[config.mk]
export PLATFORM = sky130hd
export DESIGN_NAME = debouncer_array
export DESIGN_NICKNAME = d
export VERILOG_FILES = /design/src/rtl/debouncer_pkg.sv /design/src/rtl/debouncer_ch.sv /design/src/rtl/debouncer_array.sv
export SDC_FILE = /design/constraint.sdc
export NUM_CORES = 1
export LEC_CHECK = 0
export BUFFER_PORTS_ARGS = -buffer_cell sky130_fd_sc_hd__buf_2
export CAP_MARGIN = 20
export CORE_MARGIN = 5
export CORE_UTILIZATION = 55
export CTS_CLUSTER_DIAMETER = 200
export CTS_CLUSTER_SIZE = 20
export DETAILED_ROUTE_END_ITERATION = 12
export PLACE_DENSITY = 0.78
export SLEW_MARGIN = 20
export SYNTH_ARGS = -nofsm -noshare
export SYNTH_HDL_FRONTEND = slang
export SYNTH_SLANG_ARGS = --single-unit
[constraint.sdc]
create_clock -name clk -period 3 [get_ports clk]
set_clock_uncertainty 0.1 [all_clocks]
set_input_delay 0.15 -clock clk [delete_from_list [all_inputs] [get_ports clk]]
set_output_delay 0.15 -clock clk [all_outputs]
set_load 0.02 [all_outputs]
[src/rtl/debouncer_pkg.sv]
// Shared constants and width helpers for the debouncer channel and array.
package debouncer_pkg;

    // Released pin level for pull-up style buttons.
    localparam logic IDLE_LEVEL_DEFAULT = 1'b1;

    // Bits needed to hold the values 0..max_count inclusive.
    function automatic int unsigned count_width(input int unsigned max_count);
        return (max_count < 1) ? 1 : $clog2(max_count + 1);
    endfunction

endpackage

[src/rtl/debouncer_ch.sv]
// One debounced channel: synchroniser, stability filter, press/release
// edge pulses and long-press detection.
module debouncer_ch
    import debouncer_pkg::*;
#(
    parameter int unsigned STABLE_CYCLES = 10,
    parameter int unsigned SYNC_STAGES   = 2,
    parameter int unsigned LONG_CYCLES   = 100,
    parameter logic        IDLE_LEVEL    = IDLE_LEVEL_DEFAULT
) (
    input  logic clk,
    input  logic RSTn,
    input  logic button_in,
    output logic button_out,
    output logic press_pulse,
    output logic release_pulse,
    output logic long_pulse,
    output logic held_long
);

    localparam int unsigned CW = count_width(STABLE_CYCLES);
    localparam int unsigned HW = count_width(LONG_CYCLES);
    localparam logic [CW-1:0] CNT_LAST  = CW'(STABLE_CYCLES - 1);
    localparam logic [HW-1:0] HOLD_LAST = HW'(LONG_CYCLES - 1);
    localparam logic [HW-1:0] HOLD_MAX  = HW'(LONG_CYCLES);

    logic [SYNC_STAGES-1:0] sync_q;
    logic [CW-1:0]          cnt;
    logic [HW-1:0]          hold;
    logic                   sync_out;
    logic                   flip;
    logic                   active;

    assign sync_out = sync_q[SYNC_STAGES-1];
    assign flip     = (sync_out != button_out) && (cnt == CNT_LAST);
    assign active   = (button_out != IDLE_LEVEL);

    // Metastability chain; reset to the released level so release is silent.
    always_ff @(posedge clk or negedge RSTn) begin
        if (!RSTn) begin
            sync_q <= {SYNC_STAGES{IDLE_LEVEL}};
        end else begin
            sync_q <= {sync_q[SYNC_STAGES-2:0], button_in};
        end
    end

    // Stability filter: output follows only after an unbroken mismatch run.
    always_ff @(posedge clk or negedge RSTn) begin
        if (!RSTn) begin
            cnt           <= '0;
            button_out    <= IDLE_LEVEL;
            press_pulse   <= 1'b0;
            release_pulse <= 1'b0;
        end else begin
            press_pulse   <= 1'b0;
            release_pulse <= 1'b0;
            if (flip) begin
                button_out    <= sync_out;
                cnt           <= '0;
                press_pulse   <= (sync_out != IDLE_LEVEL);
                release_pulse <= (sync_out == IDLE_LEVEL);
            end else if (sync_out != button_out) begin
                cnt <= cnt + CW'(1);
            end else begin
                cnt <= '0;
            end
        end
    end

    // Hold timer: counts active cycles from the press cycle, saturates at the
    // long-press threshold and clears on the release edge.
    always_ff @(posedge clk or negedge RSTn) begin
        if (!RSTn) begin
            hold       <= '0;
            long_pulse <= 1'b0;
            held_long  <= 1'b0;
        end else begin
            long_pulse <= 1'b0;
            if (flip) begin
                hold      <= '0;
                held_long <= 1'b0;
            end else if (active && (hold != HOLD_MAX)) begin
                hold <= hold + HW'(1);
                if (hold == HOLD_LAST) begin
                    long_pulse <= 1'b1;
                    held_long  <= 1'b1;
                end
            end
        end
    end

endmodule

[src/rtl/debouncer_array.sv]
// N_CH independent debounced button channels sharing one clock and reset.
module debouncer_array
    import debouncer_pkg::*;
#(
    parameter int unsigned N_CH          = 4,
    parameter int unsigned STABLE_CYCLES = 10,
    parameter int unsigned SYNC_STAGES   = 2,
    parameter int unsigned LONG_CYCLES   = 100,
    parameter logic        IDLE_LEVEL    = IDLE_LEVEL_DEFAULT
) (
    input  logic            clk,
    input  logic            RSTn,
    input  logic [N_CH-1:0] button_in,
    output logic [N_CH-1:0] button_out,
    output logic [N_CH-1:0] press_pulse,
    output logic [N_CH-1:0] release_pulse,
    output logic [N_CH-1:0] long_pulse,
    output logic [N_CH-1:0] held_long
);

    // One fully independent filter per channel; no shared state.
    for (genvar i = 0; i < N_CH; i++) begin : g_ch
        debouncer_ch #(
            .STABLE_CYCLES (STABLE_CYCLES),
            .SYNC_STAGES   (SYNC_STAGES),
            .LONG_CYCLES   (LONG_CYCLES),
            .IDLE_LEVEL    (IDLE_LEVEL)
        ) u_ch (
            .clk           (clk),
            .RSTn          (RSTn),
            .button_in     (button_in[i]),
            .button_out    (button_out[i]),
            .press_pulse   (press_pulse[i]),
            .release_pulse (release_pulse[i]),
            .long_pulse    (long_pulse[i]),
            .held_long     (held_long[i])
        );
    end

endmodule

After elaboration in Yosys (flattened, before gate mapping)
Cells that the tools add are included.
{"block": "totals", "ff_bits": 72, "inputBits": 6, "out_inout_bits": 20, "elab_cells": 132}
{"block": "classes", "add_sub_neg": 8, "n_eq_ne": 16, "mux": 48, "bitwise": 8, "reduce_logical": 20}
{"cell": "$mux W7", "n": 8}
{"cell": "$mux W1", "n": 32}
{"cell": "$mux W4", "n": 8}
{"cell": "$add A7 B1 Y7 const B", "n": 4}
{"cell": "$eq A7 B7 Y1 const B", "n": 4}
{"cell": "$ne A7 B7 Y1 const B", "n": 4}
{"cell": "$add A4 B1 Y4 const B", "n": 4}
{"cell": "$eq A4 B4 Y1 const B", "n": 4}
{"cell": "$reduce_bool A2 Y1", "n": 8}
{"cell": "$logic_and A1 B1 Y1", "n": 8}
{"cell": "$not A1 Y1", "n": 8}
{"cell": "$reduce_and A2 Y1", "n": 4}
{"cell": "$ne A1 B1 Y1", "n": 4}

Depth between registers and ports, before layout
Gate-level depths: netlist of the first run.
{"block": "logic_depth", "ltp_word": 4, "depth_mapped": 5, "depth_no_buf": 5}

Hierarchy
A second synthesis of the first run with hierarchy kept.
{"block": "hier_totals", "hier_cells": 292, "hier_area_um2": 3553.4}
{"mod": "debouncer_ch", "instances": 4, "cells_each": 73, "area_each_um2": 888.4, "seq_area_each_um2": 454.2}

Worst setup path before layout of the first run
OpenSTA, ideal clock, no wires.
{"block": "synth_path", "kind": "reg-to-reg", "from": "reg g_ch[1].u_ch.button_out", "to": "reg g_ch[1].u_ch.hold[2]", "setup_ns": 0.137, "t_arrival_ns": 1.165, "required_ns": 2.763, "path_slack_ns": 1.598, "stages_incl_launch_ff": 5, "path_buffers": 1, "period_less_slack_ns": 1.402, "cell_sequence": "dfstp_2 > buf_2 > xnor2_1 > nor2_1 > nor3_1"}
{"block": "synth_via", "elab_chain_cells": 3, "elab_cells_between_ends": 6, "cone_classes": "eq/ne: 1; mux: 1; bitwise: 1; reduce/logical: 3"}
{"item": "start: declaration", "line": "debouncer_ch.sv:14", "source": "output logic button_out,"}
{"item": "start signal: assignment", "line": "debouncer_ch.sv:58", "source": "button_out <= sync_out;"}
{"item": "$ne A1 B1 Y1 or $not A1 Y1 (tied branches)", "line": "debouncer_ch.sv:35, debouncer_ch.sv:36"}
{"item": "$logic_and A1 B1 Y1, on equally long branches", "line": "debouncer_ch.sv:35, debouncer_ch.sv:82"}
{"item": "$mux W7 or $reduce_bool A2 Y1 (tied branches)"}
{"item": "end signal: assignment", "line": "debouncer_ch.sv:83", "source": "hold <= hold + HW'(1);"}
{"item": "end: declaration", "line": "debouncer_ch.sv:29", "source": "logic [HW-1:0] hold;"}
Several ways; a longest one is shown, not always the timed one.
A chain may end at the register's enable or synchronous reset.

Worst setup path in the final report of the first run
{"block": "layout_path", "from": "reg g_ch[1].u_ch.cnt[1]", "to": "reg g_ch[1].u_ch.hold[2]"}
{"block": "layout_via", "elab_chain_cells": 3, "elab_cells_between_ends": 4, "cone_classes": "eq/ne: 1; mux: 1; reduce/logical: 2"}
{"item": "start: declaration", "line": "debouncer_ch.sv:28", "source": "logic [CW-1:0] cnt;"}
{"item": "start signal: assignment", "line": "debouncer_ch.sv:63", "source": "cnt <= cnt + CW'(1);"}
{"item": "$eq A4 B4 Y1 (*)", "line": "debouncer_ch.sv:35", "source": "assign flip = (sync_out != button_out) && (cnt == CNT_LAST);"}
{"item": "$logic_and A1 B1 Y1 (*)", "line": "debouncer_ch.sv:35"}
{"item": "$mux W7 or $reduce_bool A2 Y1 (tied branches)"}
Every way passes the cells marked *; elsewhere a longest branch is shown, timed or not.

==> results of run 1 <==
placed cells by master, fill, tap and decap left out, drive strengths merged, types with 7 or more instances in the layout:
cell type / netlist / routed
o21ai: 24 / 24
dfstp: 12 / 12
or3: 8 / 8
nor2: 32 / 32
clkbuf: 0 / 15
a31oi: 7 / 7
ha: 16 / 16
inv: 14 / 14
nand3b: 7 / 7
nand4b: 8 / 8
mux2i: 8 / 8
xnor2: 8 / 8
nor3b: 10 / 10
dfrtp: 60 / 60
a21oi: 19 / 19
buf: 25 / 27
xor2: 11 / 11
nand3: 7 / 7
nand2: 18 / 18
report_power, final:
group	leakage (nW)	internal, mW	switching (mW)
clock	0.0877	0.346	0.327
combinational	0.800	0.400	0.414
sequential	0.893	1.22	0.304
area by class of cell:
class	instances	area (sq um)	share of cell area, %
tap	77	96.3	2.57
timing repair buffer	32	193	5.15
clock inverter	1	5.00	0.134
sequential	72	1820	48.5
inverter	14	52.6	1.40
multi-input combinational	204	1410	37.8
clock buffer	15	166	4.45
layer usage:
metal | vias to the layer above | part of all wire (%) | track usage, %
li1 | 1101 | - | -
met1 | 1098 | 47 | 21.1
met2 | 38 | 47 | 25.6
met3 | 8 | 4.7 | 4.88
met4 | 0 | 1.5 | 7.58
met5 | - | 0 | 0
sequential cells by signal, indices dropped and copies added, names as in the netlist:
signal and cells:
g_ch.u_ch.long_pulse 4, g_ch.u_ch.release_pulse 4, g_ch.u_ch.hold 28, g_ch.u_ch.press_pulse 4, g_ch.u_ch.button_out 4, g_ch.u_ch.cnt 16, g_ch.u_ch.held_long 4, g_ch.u_ch.sync_q 8
cells by family (layout without fill, tap and decap cells):
logic type | Yosys count | count (layout) | synth area share, %
flops | 72 | 72 | 52.3
compound gates | 56 | 56 | 8.87
mux | 12 | 12 | 3.60
fa+ha+maj | 16 | 16 | 5.77
xor+xnor | 19 | 19 | 4.79
simple gates | 101 | 101 | 17.7
buf+inv | 39 | 62 | 6.92
Yosys cell counts (all sizes together) (8+ instances only):
cell type / count
o21ai: 24
dfrtp: 60
xor2: 11
nor2: 32
nand2: 18
buf: 25
dfstp: 12
ha: 16
or3: 8
inv: 14
a21oi: 19
nor3b: 10
nand4b: 8
xnor2: 8
mux2i: 8
worst max path at each step:
stage                       startpoint                     end  slack [ns]  depth (start not counted)
5_1_grt            g_ch[1].u_ch.cnt[1]    g_ch[1].u_ch.hold[2]        1.18                          5
3_5_place_dp       g_ch[1].u_ch.cnt[1]    g_ch[1].u_ch.hold[2]        1.35                          5
3_3_place_gp       g_ch[0].u_ch.cnt[1]  g_ch[0].u_ch.held_long        1.40                          5
6_report           g_ch[1].u_ch.cnt[1]    g_ch[1].u_ch.hold[2]        1.36                          5
2_1_floorplan  g_ch[1].u_ch.button_out    g_ch[1].u_ch.hold[2]        1.60                          4
4_1_cts            g_ch[1].u_ch.cnt[1]    g_ch[1].u_ch.hold[2]        1.34                          5
timing repair:
item / in CTS / in global routing
buffers inserted: 0 / 0
endpoints found under the hold margin: 42 / 0
hold buffers: 5 / 0
==> results.toml, run 1 <==
[worst_setup_path]
crit_required_ns = 3.10
slowest_delay_ns = 0.47
worstRegToRegCells = 5
reg2reg_slack_ns = 1.36
worst-path-max-fanout = 9
crit_family = "simple AND/OR/NAND/NOR gates"
r2r_start = "g_ch[1].u_ch.cnt[1]"
cp_slowest_cell = "nor2_1"
worstPathArrival_ns = 1.75
setup.worst_path.class = "reg -> reg"
start_kind = "register"
cp_cell_sequence = "inv_1 > ha_1 > nand3b_1 > nor2_1 > nor3_1"
path_buf_inv = 1
worst_r2r_endpoint = "g_ch[1].u_ch.hold[2]"
crit_path_end_kind = "register"

[finish]
nNetsFinal = 355
area_growth_pct = 7.86
n_antenna_cell = 0
drive_above_1_share_pct = 17.5
final_cells = 415
fin_area_sq_um = 3740
final_util_pct = 60.0
n_fill_cell = 533

[placement]
hpwlAfterDp_microns = 3800
dp_cells = 394
place_ws_ns = 1.35
postPlaceCellArea_sq_um = 3520
port_buffers = 25
gp_congestion = 0.732

[clock_tree]
cts.repair.resized = 0
cts_buffer_depth = 2
ctsRootBufferMaster = "clkbuf_8"
cts_tree = "yes"
clkTransAtPathRegs_ns = 0.07
clock_latency_ns = 0.33
numCtsBuffers = 9
htreeDepth = 3
cts.sinks = 72

[detailed_routing]
drt_first_pass_iters = 4
finalWirelength_microns = 5590
drtAntennaViolNets = 0
vias = 2245
drc_errors = 0
drtIter0Drc = 87
avgViaCountPerCell = 5.41
routedWlPerCell_microns = 13.5

[power]
p_per_area_nw_per_um2 = 804
peakVddDrop_mv = 0.344
leakagePower_nw = 1.78
power.total_mw = 3.01

[floorplan]
die_y_microns = 89.4
boundaryPins = 26
die_w_microns = 89.4
core.rowCount = 29
dieArea_sq_um = 8000
core_area_sq_um = 6240
start_util_pct = 55.6

[synthesis]
synth_edf_count = 0
synth_cells = 315
synthTopCellsByArea = "dfrtp_1, dfstp_2, ha_1, buf_4, o21ai_0"
yosysTopAreaCellShare_pct = 43.3
avgSynthCellArea_sq_um = 11.0
ys_seq_area_share_pct = 52.3
yosys.area.top_type = "dfrtp_1"
ys_types = 30
synthFlopType = "dfrtp_1"
synth_area_sq_um = 3470
synth_nets = 337
async_reset_ff_share_pct = 100
ys_ff_latch = 72
yosysWarningCount = 0

[timing]
period_share_pct = 54.8
slew_headroom_pct = 59.1
fin_ws_ns = 1.36
setup_violations = 0
hold_violations = 0
fin_crit_ns = 1.64
setup_tns_ns = 0
fmax_ghz = 0.608
slew_violations = 0
hold_ws_ns = 0.255
rsz0062_at_grt = "no"
worst_pin_slew_ns = 0.613

[worst_hold_path]
hold_start = "g_ch[1].u_ch.sync_q[0]"
min_to = "g_ch[1].u_ch.sync_q[1]"
hold_path_depth = 0
hp-class = "reg -> reg"

[global_route]
grt_max_degree = 50
grt_pass1_wl_microns = 10000
grt_pass1_vias = 2255
antenna_found_initial = 0
grtUsageTotal_pct = 16.4
grt_overflow_total = 0

[job]
maxCapViolations = 0

[run_status]
status = "completed"
No activity file was read; power rests on OpenSTA's default activity.
==> run 2, diff against run 1 <==
--- a/config.mk
+++ b/config.mk
@@ -8,11 +8,11 @@
 export BUFFER_PORTS_ARGS = -buffer_cell sky130_fd_sc_hd__buf_2
 export CAP_MARGIN = 20
 export CORE_MARGIN = 5
-export CORE_UTILIZATION = 55
+export CORE_UTILIZATION = 54
 export CTS_CLUSTER_DIAMETER = 200
 export CTS_CLUSTER_SIZE = 20
 export DETAILED_ROUTE_END_ITERATION = 12
-export PLACE_DENSITY = 0.78
+export PLACE_DENSITY = 0.8
 export SLEW_MARGIN = 20
 export SYNTH_ARGS = -nofsm -noshare
 export SYNTH_HDL_FRONTEND = slang
==> constraint.sdc (replaced) <==
create_clock -name clk -period 1.3 [get_ports clk]
set_clock_uncertainty 0.1 [all_clocks]
set_input_delay 0.065 -clock clk [delete_from_list [all_inputs] [get_ports clk]]
set_output_delay 0.065 -clock clk [all_outputs]
set_load 0.02 [all_outputs]
==> results.toml, run 2 (same netlist as run 1, synthesis figures left out) <==
[detailed_routing]
wl_met1_microns = 3210
finalWirelength_microns = 7620
wl_met2_microns = 3940
drt_first_pass_iters = 5
avgViaCountPerCell = 5.30
routedWlPerCell_microns = 15.3
vias = 2636
drc_errors = 0
drtAntennaViolNets = 0
wl_met3_microns = 282
drtIter0Drc = 55
highest_layer = "met4"

[placement]
dp_cells = 453
hpwlAfterDp_microns = 4240
gp_congestion = 0.819
place_ws_ns = -0.138
postPlaceCellArea_sq_um = 4030
port_buffers = 25

[clock_tree]
cts_tree = "yes"
clkTransAtPathRegs_ns = 0.08
htreeDepth = 3
clock_latency_ns = 0.35
ctsRootBufferMaster = "clkbuf_8"
cts.sinks = 72
numCtsBuffers = 9
cts_buffer_depth = 2

[worst_setup_path]
setup.worst_path.class = "reg -> reg"
reg2reg_slack_ns = -0.15
crit_family = "simple AND/OR/NAND/NOR gates"
worstPathArrival_ns = 1.63
start_kind = "register"
cp_cell_sequence = "buf_4 > buf_4 > nand3b_1 > or3_1 > a21oi_2"
crit_path_frequent_cell = "buf_4"
crit_path_end_kind = "register"
path_buf_inv = 2
worst-path-max-fanout = 3
crit_required_ns = 1.48
cp_slowest_cell = "or3_1"
worst-path-stages = 5
slowest_delay_ns = 0.42
worstRegToRegCells = 5

[timing]
fin_crit_ns = 1.45
hold_violations = 0
slew_headroom_pct = 67.5
setup_violations = 65
rsz0062_at_grt = "yes"
slew_violations = 0
hold_ws_ns = 0.171
worst_pin_slew_ns = 0.485
fin_ws_ns = -0.147
period_share_pct = 111
fmax_ghz = 0.691

[global_route]
grt_max_degree = 73
antenna_found_initial = 0
grt_pass1_vias = 2753
grtUsageTotal_pct = 18.3
grt_pass1_wl_microns = 12200
grt_overflow_total = 0

[power]
netSwitchingFraction_pct = 34.2
pwr-share-seq_pct = 36.8
clkPwrFrac_pct = 21.1
p_per_area_nw_per_um2 = 1830
leakagePower_nw = 2.29
p_comb_share_pct = 42.0
p_sw_mw = 3.10
intPower_mw = 5.97
peakVddDrop_mv = 1.11

[floorplan]
die_y_microns = 90.2
boundaryPins = 26
die_w_microns = 90.2
dieArea_sq_um = 8130
core.rowCount = 29
start_util_pct = 55.0
core_area_sq_um = 6310

[finish]
largest_reg_flops = 28
top_register = "g_ch.u_ch.hold"
n_antenna_cell = 0
reg_top3 = "g_ch.u_ch.hold (28), g_ch.u_ch.cnt (16), g_ch.u_ch.sync_q (8)"
final_cells = 497
final_cell_mix = "buf_4, dfrtp_1, buf_2, buf_6, nand2_1"
drive_above_1_share_pct = 54.0
area_growth_pct = 42.9
final_common_cell = "buf_4"
nNetsFinal = 437
fin_area_sq_um = 4960

[job]
maxCapViolations = 0

[run_status]
violations = "negative setup slack"
status = "finished with violations"

[worst_hold_path]
hp-class = "in -> async"
-- run 2: cell count changes in the layout (fill, tap and decap cells not counted), sizes merged --
cell / previous run / this run
bufinv: 0 / 1
buf: 27 / 109
clkbuf: 15 / 14
-- run 2: final cells by class --
type	instances	area, sq um
multi-input combinational	204	1870
sequential	72	1820
fill	366	1360
timing repair buffer	114	903
clock buffer	14	183
tap	77	96.3
inverter	14	52.6
clock inverter	2	35.0
-- run 2: final timing paths --
| kind | start | to |
|---|---|---|
| worst max-delay path | g_ch[3].u_ch.hold[0] | g_ch[3].u_ch.hold[5] |
| worst min-delay path | RSTn | g_ch[2].u_ch.hold[2] |
| worst max register to register | g_ch[3].u_ch.hold[0] | g_ch[3].u_ch.hold[5] |
| worst min register to register | g_ch[0].u_ch.sync_q[0] | g_ch[0].u_ch.sync_q[1] |
| max in group asynchronous | RSTn | g_ch[1].u_ch.sync_q[1] |
| min in group clk | button_in[1] | g_ch[1].u_ch.sync_q[0] |
-- run 2: metal layers --
layer  GRT usage (%)  vias up
met5               0        -
met4            7.07        0
met3            5.01       18
met2            30.0       52
met1            23.0     1290
li1                -     1276
-- run 2: repair_timing --
action	CTS	global route
gates cloned	1	0
pin swaps	29	38
endpoints found under the hold margin	76	0
endpoints found under the setup margin	56	67
buffers inserted	12	10
resized for setup	66	65
hold buffers	5	0
-- run 2: through the flow --
step           total power, mW  TNS (ns)  util [%]
6_report                  9.06     -4.62      78.5
5_1_grt                   9.71    -10.04      78.5
4_1_cts                   8.51     -2.76      73.2
3_5_place_dp              6.21     -3.33      63.8
3_3_place_gp              6.03     -1.82      63.8
2_1_floorplan             5.01    -0.673         -
-- run 2: tightest hold or removal path, delay by kind of cell --
kind	cells	cell delay, ns
buf+inv	3	0.96
-- run 2: power by group through the flow --
stage | clock network, mW | registers (mW) | logic (mW)
3_5_place_dp | 0 | 3.29 | 2.92
3_3_place_gp | 0 | 3.27 | 2.77
4_1_cts | 1.94 | 3.29 | 3.28
6_report | 1.92 | 3.34 | 3.81
5_1_grt | 2.09 | 3.42 | 4.20
2_1_floorplan | 0 | 3.33 | 1.68
==> run 3, diff against run 2 <==
--- a/config.mk
+++ b/config.mk
@@ -5,6 +5,7 @@
 export SDC_FILE = /design/constraint.sdc
 export NUM_CORES = 1
 export LEC_CHECK = 0
+export ABC_AREA = 1
 export BUFFER_PORTS_ARGS = -buffer_cell sky130_fd_sc_hd__buf_2
 export CAP_MARGIN = 20
 export CORE_MARGIN = 5
@@ -12,7 +13,8 @@
 export CTS_CLUSTER_DIAMETER = 200
 export CTS_CLUSTER_SIZE = 20
 export DETAILED_ROUTE_END_ITERATION = 12
-export PLACE_DENSITY = 0.8
+export GPL_TIMING_DRIVEN = 0
+export PLACE_DENSITY = 0.79
 export SLEW_MARGIN = 20
 export SYNTH_ARGS = -nofsm -noshare
 export SYNTH_HDL_FRONTEND = slang
==> results.toml, run 3 <==
[worst_setup_path]
setup.worst_path.class = "reg -> reg"
start_kind = "register"
worstPathArrival_ns = 1.61
crit_required_ns = 1.44
worstRegToRegCells = 5
cp_cell_sequence = "xor2_4 > buf_6 > nand2_8 > nand2_8 > o21ai_2"
worst-path-max-fanout = 5
crit_family = "flip-flops"
slowest_delay_ns = 0.64
cp_slowest_cell = "dfstp_2"
crit_path_frequent_cell = "nand2_8"
worst-path-stages = 5
path_buf_inv = 1
crit_path_end_kind = "register"

[finish]
reg_top3 = "g_ch.u_ch.hold (28), g_ch.u_ch.cnt (16), g_ch.u_ch.sync_q (8)"
top_register = "g_ch.u_ch.hold"
area_growth_pct = 43.5
nNetsFinal = 534
n_fill_cell = 337
final_common_cell = "nand2_1"
final_util_pct = 80.9
drive_above_1_share_pct = 45.3
n_antenna_cell = 0
final_cell_mix = "nand2_1, dfrtp_1, buf_4, nor2_1, inv_1"
largest_reg_flops = 28
final_cells = 594

[clock_tree]
cts.sinks = 72
clkTransAtPathRegs_ns = 0.08
htreeDepth = 3
cts_buffer_depth = 2
numCtsBuffers = 9
cts_tree = "yes"
ctsRootBufferMaster = "clkbuf_8"
clock_latency_ns = 0.36

[power]
clkPwrFrac_pct = 20.7
pwr-share-seq_pct = 36.6
netSwitchingFraction_pct = 40.0
p_sw_mw = 3.85
peakVddDrop_mv = 1.12
p_per_area_nw_per_um2 = 1850
intPower_mw = 5.77
p_comb_share_pct = 42.6
leakagePower_nw = 2.53

[floorplan]
core.rowCount = 29
boundaryPins = 26
dieArea_sq_um = 8450
core_area_sq_um = 6420
die_y_microns = 91.9
die_w_microns = 91.9
start_util_pct = 56.4

[global_route]
grt-busiest-layer = "met2"
grtUsageTotal_pct = 19.0
grt_pass1_wl_microns = 13100
use_met2_pct = 34.2
grt_max_degree = 39
grt_util_met3_pct = 2.78
grt_overflow_total = 0
antenna_found_initial = 0
use_met1_pct = 22.6
grt_pass1_vias = 3040

[timing]
fin_crit_ns = 1.47
slew_violations = 0
period_share_pct = 113
hold_violations = 0
setup_violations = 58
rsz0062_at_grt = "yes"
worst_pin_slew_ns = 0.450
hold_ws_ns = 0.0972
fmax_ghz = 0.678
fin_ws_ns = -0.174
slew_headroom_pct = 70.0

[detailed_routing]
drc_errors = 0
drt_first_pass_iters = 5
vias = 3202
avgViaCountPerCell = 5.39
routedWlPerCell_microns = 15.7
drtIter0Drc = 159
drtAntennaViolNets = 0
finalWirelength_microns = 9340

[placement]
port_buffers = 25
hpwlAfterDp_microns = 4390
dp_cells = 533
gp_congestion = 0.843

[synthesis]
synthFlopType = "dfrtp_1"
ys_seq_area_share_pct = 50.2
ys_ff_latch = 72
synthTopCellsByArea = "dfrtp_1, nand2_1, dfstp_2, nor2_1, ha_1"
ys_types = 21
yosysWarningCount = 0
synth_cells = 430
yosysTopAreaCellShare_pct = 41.5
synth_edf_count = 0
yosys.area.top_type = "dfrtp_1"
async_reset_ff_share_pct = 100
avgSynthCellArea_sq_um = 8.42
synth_nets = 452
synth_common_cells = "nand2_1, nor2_1, dfrtp_1"
synth.most_common_cell = "nand2_1"
synth_area_sq_um = 3620

[worst_hold_path]
hp-class = "in -> async"

[run_status]
violations = "negative setup slack"
status = "finished with violations"

[job]
maxCapViolations = 0
[run 3: changes by cell type after synthesis, moves of 14 or more]
cell     change
o21ai_0     -16
nand3_1     +33
nand2_1     +78
inv_1       +35
a21oi_1     -14
nor2_1      +31
o21ai_1     +17
[run 3: worst paths after layout]
check	start	end	slack [ns]
max in group asynchronous	RSTn	g_ch[0].u_ch.sync_q[1]	0.38
max reg2reg	g_ch[0].u_ch.sync_q[1]	g_ch[0].u_ch.hold[0]	-0.17
min in group clk	button_in[1]	g_ch[1].u_ch.sync_q[0]	0.25
min reg2reg	g_ch[2].u_ch.sync_q[0]	g_ch[2].u_ch.sync_q[1]	0.26
max	g_ch[0].u_ch.sync_q[1]	g_ch[0].u_ch.hold[0]	-0.17
min	RSTn	g_ch[1].u_ch.held_long	0.1
[run 3: logic make-up (layout without fill, tap and decap cells)]
kind of cell / count (synthesis) / after routing / share of synthesized area [%]
DFF: 72 / 72 / 50.2
xor gates and xnor gates: 15 / 15 / 3.63
and+or+nand+nor: 222 / 226 / 26.4
AOI/OAI and AO/OA: 33 / 33 / 4.77
adders and majority gates: 16 / 16 / 5.53
buffers and inverters: 72 / 155 / 9.53
[run 3: final cells by class]
type	count	area (sq um)	area share, %
sequential	72	1820	35.0
clock inverter	5	80.1	1.54
buffer	20	165	3.18
clock buffer	11	141	2.72
tap	77	96.3	1.85
inverter	52	203	3.90
multi-input combinational	290	2160	41.6
timing repair buffer	67	532	10.2
[run 3: through the flow]
stage / instance area, sq um / power [mW] / setup TNS [ns] / worst slack [ns]
after floorplan: 3740 / 5.51 / -0.0608 / -0.0149
after global placement: 3960 / 5.95 / -22.27 / -0.309
after detailed placement: 3980 / 6.10 / -5.04 / -0.181
after CTS: 4710 / 8.67 / -2.60 / -0.111
after global routing: 5200 / 10.2 / -9.53 / -0.283
final: 5200 / 9.61 / -5.61 / -0.174
[run 3: timing repair]
item	CTS	global route
buffers inserted	24	14
setup endpoints to repair	48	64
hold buffers	5	0
resized for setup	64	86
pin swaps	22	44
endpoints found under the hold margin	71	0
cloned	3	1
[run 3: per-layer routing]
metal | vias up | wire length [microns]
met2 | 99 | 5050
met5 | - | 0
met1 | 1564 | 3730
li1 | 1515 | -
met3 | 24 | 313
met4 | 0 | 245
[run 3: power by group through the flow]
stage          combinational (mW)  sequential [mW]  clock, mW
6_report                     4.10             3.52       1.99
2_1_floorplan                2.18             3.33          0
4_1_cts                      3.23             3.43       2.01
3_3_place_gp                 2.52             3.44          0
5_1_grt                      4.52             3.59       2.11
3_5_place_dp                 2.64             3.45          0
